File: config.mk
export PLATFORM = sky130hd
export DESIGN_NAME = inst_fetch_queue
export DESIGN_NICKNAME = d
export VERILOG_FILES = /design/src/rtl/inst_fetch_queue_pkg.sv /design/src/rtl/inst_fetch_queue_fetch_fifo.sv /design/src/rtl/inst_fetch_queue.sv
export SDC_FILE = /design/constraint.sdc
export NUM_CORES = 1
export LEC_CHECK = 0
export BUFFER_PORTS_ARGS = -buffer_cell sky130_fd_sc_hd__buf_2
export CAP_MARGIN = 15
export CORE_MARGIN = 8
export CORE_UTILIZATION = 44
export CTS_CLUSTER_SIZE = 28
export DETAILED_ROUTE_END_ITERATION = 7
export PLACE_DENSITY_LB_ADDON = 0.1
export SLEW_MARGIN = 10
export SYNTH_ARGS = -nofsm -noshare
export SYNTH_HDL_FRONTEND = slang
export SYNTH_SLANG_ARGS = --single-unit
File: constraint.sdc
create_clock -name Clk -period 3.3 [get_ports Clk]
set_input_delay 0.33 -clock Clk [delete_from_list [all_inputs] [get_ports Clk]]
set_output_delay 0.33 -clock Clk [all_outputs]
set_load 0.02 [all_outputs]
File: src/rtl/inst_fetch_queue_pkg.sv
// Shared constants for the instruction fetch queue:
// default geometry and request FSM encodings.
package inst_fetch_queue_pkg;

    localparam int unsigned IFQ_WORD_SIZE = 16;
    localparam int unsigned IFQ_DEPTH     = 4;

    localparam logic [1:0] ST_IDLE = 2'd0;
    localparam logic [1:0] ST_WAIT = 2'd1;
    localparam logic [1:0] ST_DROP = 2'd2;

endpackage

File: src/rtl/inst_fetch_queue_fetch_fifo.sv
// Small FIFO of {pc, instruction} pairs with flush;
// pointers carry an extra MSB to tell full from empty.
module inst_fetch_queue_fetch_fifo #(
    parameter int unsigned WIDTH = 32,
    parameter int unsigned DEPTH = 4
) (
    input  logic             Clk,
    input  logic             Reset_N,
    input  logic             push,
    input  logic [WIDTH-1:0] push_data,
    input  logic             pop,
    input  logic             flush,
    output logic [WIDTH-1:0] head_data,
    output logic             full,
    output logic             empty
);

    localparam int unsigned AW = $clog2(DEPTH);

    logic [WIDTH-1:0] mem [DEPTH];
    logic [AW:0]      wr_ptr;
    logic [AW:0]      rd_ptr;
    logic             do_push;
    logic             do_pop;

    assign empty = (wr_ptr == rd_ptr);
    assign full  = (wr_ptr[AW] != rd_ptr[AW]) &&
                   (wr_ptr[AW-1:0] == rd_ptr[AW-1:0]);

    assign do_pop  = pop & ~empty;
    // A push into a full queue is fine when the head leaves this cycle.
    assign do_push = push & (~full | do_pop);

    assign head_data = empty ? '0 : mem[rd_ptr[AW-1:0]];

    always_ff @(posedge Clk or negedge Reset_N) begin
        if (!Reset_N) begin
            wr_ptr <= '0;
            rd_ptr <= '0;
        end else if (flush) begin
            wr_ptr <= '0;
            rd_ptr <= '0;
        end else begin
            if (do_push) wr_ptr <= wr_ptr + 1'b1;
            if (do_pop)  rd_ptr <= rd_ptr + 1'b1;
        end
    end

    always_ff @(posedge Clk) begin
        if (do_push && !flush) mem[wr_ptr[AW-1:0]] <= push_data;
    end

endmodule

File: src/rtl/inst_fetch_queue.sv
// Fetch stage: owns the PC, issues reads on memory port 1
// and queues {pc, instruction} pairs for decode.
module inst_fetch_queue
    import inst_fetch_queue_pkg::*;
#(
    parameter int unsigned          WORD_SIZE = IFQ_WORD_SIZE,
    parameter int unsigned          DEPTH     = IFQ_DEPTH,
    parameter logic [WORD_SIZE-1:0] RESET_PC  = '0
) (
    input  logic                 Clk,
    input  logic                 Reset_N,
    output logic                 readM1,
    output logic [WORD_SIZE-1:0] address1,
    input  logic [WORD_SIZE-1:0] data1,
    input  logic                 mem_ready,
    input  logic                 redirect,
    input  logic [WORD_SIZE-1:0] redirect_pc,
    input  logic                 halt,
    output logic                 if_valid,
    input  logic                 if_ready,
    output logic [WORD_SIZE-1:0] if_inst,
    output logic [WORD_SIZE-1:0] if_pc,
    output logic [WORD_SIZE-1:0] num_fetched,
    output logic                 is_halted
);

    logic [1:0]             state;
    logic [1:0]             state_nxt;
    logic [WORD_SIZE-1:0]   fetch_pc;
    logic                   halt_q;
    logic                   q_full;
    logic                   q_empty;
    logic                   push;
    logic                   pop;
    logic                   issue;
    logic [2*WORD_SIZE-1:0] head;

    assign readM1   = (state == ST_WAIT);
    assign address1 = fetch_pc;

    assign issue = ~q_full & ~halt_q & ~halt & ~redirect;
    // A response arriving with a redirect belongs to the old path.
    assign push  = readM1 & mem_ready & ~redirect;
    assign pop   = if_valid & if_ready;

    assign if_valid  = ~q_empty;
    assign if_pc     = head[2*WORD_SIZE-1:WORD_SIZE];
    assign if_inst   = head[WORD_SIZE-1:0];
    assign is_halted = halt_q & (state == ST_IDLE) & q_empty;

    always_comb begin
        state_nxt = state;
        unique case (state)
            ST_IDLE: if (issue) state_nxt = ST_WAIT;
            ST_WAIT: begin
                if (mem_ready)     state_nxt = ST_IDLE;
                else if (redirect) state_nxt = ST_DROP;
            end
            ST_DROP: if (mem_ready) state_nxt = ST_IDLE;
            default: state_nxt = ST_IDLE;
        endcase
    end

    always_ff @(posedge Clk or negedge Reset_N) begin
        if (!Reset_N) begin
            state       <= ST_IDLE;
            fetch_pc    <= RESET_PC;
            halt_q      <= 1'b0;
            num_fetched <= '0;
        end else begin
            state  <= state_nxt;
            halt_q <= halt_q | halt;
            if (redirect)  fetch_pc <= redirect_pc;
            else if (push) fetch_pc <= fetch_pc + 1'b1;
            if (pop) num_fetched <= num_fetched + 1'b1;
        end
    end

    inst_fetch_queue_fetch_fifo #(
        .WIDTH (2*WORD_SIZE),
        .DEPTH (DEPTH)
    ) u_fifo (
        .Clk       (Clk),
        .Reset_N   (Reset_N),
        .push      (push),
        .push_data ({fetch_pc, data1}),
        .pop       (pop),
        .flush     (redirect),
        .head_data (head),
        .full      (q_full),
        .empty     (q_empty)
    );

endmodule
==> results.yml <==
setup_path:
  reg2reg_slack_ns: 0.96
  crit_type: "flop to output pin"
  worst-path-max-fanout: 35
  r2r_end: "u_fifo.mem[3][19]"
  cp-end-kind: "output pin"
  required_ns: 2.97
  r2r_cells: 4
  arrival_ns: 2.38
  r2r-start: "u_fifo.wr_ptr[0]"
  setup.worst_path.start_class: "flop"
synth:
  ys_seq_elements: 169
  ys_seq_area_frac: 0.6936
  synth_largest_area_cell: "edfxtp_1"
  ys.flop_type: "edfxtp_1"
  synthesis.area_um2: 7020
  synth_edf_count: 128
  synth_nets: 469
  syn_avg_cell_area_um2: 16.56
  synthTopCellsByArea: "edfxtp_1 55%, dfrtp_1 15%, mux4_2 10%"
  synthArstFlopShare: 0.2426
  yosys_warnings: 0
  synthesis.instances: 424
  synth_cell_type_count: 43
  yosys.area.top_type_share: 0.5475
route:
  totalWireLength_um: 14430
  drt_iter0_drc: 182
  first_pass_iters: 4
  ant_nets: 0
  viasPerCell: 5.099
  drcViolationCount: 0
  drt-wirelength-per-cell_um: 18.86
  vias: 3901
worst_hold_path:
  hold_class: "primary input to asynchronous set/reset pin"
cts:
  clk_pin_slew_ns: 0.06
  cts_buffers: 17
  ctsLongestPathBuffers: 2
  clk_latency_ns: 0.42
  h-tree-depth: 4
  cts.sinks: 169
  cts_tree: "built"
  post_cts_buffers: 0
  cts_hold_buf: 0
  cts_root_buf: "clkbuf_16"
  post_cts_resize_count: 0
placement:
  portBuffers: 104
  hpwlAfterDp_um: 9162
  place_area_um2: 7811
  place.gp.congestion: 0.7863
global_route:
  grt_max_degree: 42
  track_usage: 0.1513
  grt-ovfl-total: 0
  antenna_found_initial: 0
  grt_pass1_wl_um: 23070
  first_global_vias: 4256
job:
  maxCapViolations: 0
timing:
  finalHoldViolations: 0
  setup_viol: 0
  min_period_ns: 2.711
  finClkSkew_ns: 0.007366
  period_share: 0.8216
  slew_viol_final: 0
  rsz0062_at_grt: "no"
  tightest_slew_ns: 0.9563
  holdWs_ns: 0.05038
  finalSetupTns_ns: 0
  max_freq_mhz: 368.8
  slew_headroom: 0.3625
layout:
  area_growth_pct: 18.59
  stdcell_area_um2: 8325
  final_nets: 581
  antenna_cells: 0
  n_fill_cell: 1344
  drive_gt1_frac: 0.3370
floorplanning:
  die_y_um: 142.3
  io_pins: 105
  dieArea_um2: 20250
  start_util: 0.4468
  row_count: 46
  core_area_um2: 15710
  die_w_um: 142.3
power:
  peakVddDrop_v: 0.0003701
  leakagePower_uw: 0.003053
  power.density_nw_per_um2: 519.9
status:
  status: "finished clean"
-- worst max path at each step --
stage                                start                 to  slack (ns)
after CTS                 u_fifo.rd_ptr[1]          if_pc[14]        0.48
after global placement            redirect  u_fifo.mem[3][25]        0.83
after floorplan           u_fifo.rd_ptr[0]   u_fifo.mem[3][0]        0.85
after detailed placement          redirect  u_fifo.mem[3][25]        0.81
after global routing      u_fifo.rd_ptr[1]          if_pc[13]        0.37
final                     u_fifo.rd_ptr[1]          if_pc[14]        0.59
-- report_power, final --
part / leakage, uW / internal [uW] / switching (uW) / total (uW)
clock: 0.000241 / 946 / 783 / 1730
combinational: 0.00113 / 71.2 / 121 / 192
sequential: 0.00168 / 2330 / 74.6 / 2410
total: 0.00305 / 3350 / 978 / 4330
-- cells in the mapped netlist, drive strengths merged, types with 8 or more instances --
cell type and number:
nor2 14, o21ai 14, nand3 9, xor2 10, xnor2 25, nand4 12
edfxtp 128, mux4 32, dfrtp 41, nor2b 34, inv 8, clkbuf 12
nand2 25
-- through the flow --
stage	total power (uW)	setup slack, ns	util	instances
3_3_place_gp	2640	0.8346	0.4971	733
6_report	4328	0.5889	0.5299	765
2_1_floorplan	2528	0.8485	-	424
4_1_cts	4377	0.4844	0.5299	765
5_1_grt	4498	0.3682	0.5299	765
3_5_place_dp	2646	0.8138	0.4971	733
-- critical path, stage by stage, from the launching register on --
cell,delay (ns)
dfrtp_2,0.36
buf_4,0.45
xor2_1,0.21
nor3_2,0.27
buf_4,0.38
nor2b_1,0.09
buf_2,0.17
-- sequential cells by signal, indices dropped and copies added, names as in the netlist --
name	cells
num_fetched	16
u_fifo.wr_ptr	3
state	2
address1	16
u_fifo.rd_ptr	3
u_fifo.mem	128
halt_q	1
-- cells by family (layout without fill, tap and decap cells) --
group                    count (synthesis)  in the layout  synth area share
AND/OR/NAND/NOR                        122            122           0.09998
AO/OA/AOI/OAI                           29             29           0.02620
buffers and inverters                   26            151           0.01533
multiplexers                            36             36            0.1087
flip-flops                             169            169            0.6936
adder cells (fa/ha/maj)                  7              7           0.01247
XOR/XNOR                                35             35           0.04366
-- routing by layer --
layer	up-vias	GRT usage	routed length (um)
li1	1846	-	-
met1	1956	0.1906	6524
met2	87	0.2431	7039
met3	12	0.04260	682
met4	0	0.05984	180
met5	-	0	0
-- area by class of cell --
class / count / area [um^2] / area share
Clock buffer: 18 / 429.2 / 0.05155
Inverter: 8 / 30.03 / 0.003607
Clock inverter: 14 / 85.08 / 0.01022
Sequential cell: 169 / 4872 / 0.5852
Multi-Input combinational cell: 229 / 2053 / 0.2466
Tap cell: 216 / 270.3 / 0.03246
Timing Repair Buffer: 111 / 585.6 / 0.07033
-- cell usage in the layout, fill, tap and decap left out, types with 11 or more instances in the layout --
master and count:
edfxtp_1 128, buf_2 104, dfrtp_1 39, nor2b_1 34, mux4_2 32, xnor2_1 25
nand2_1 25, clkbuf_16 17, o21ai_0 14, nor2_1 14, nand4_1 11
Note: power is estimated with default switching activity, not from simulation.
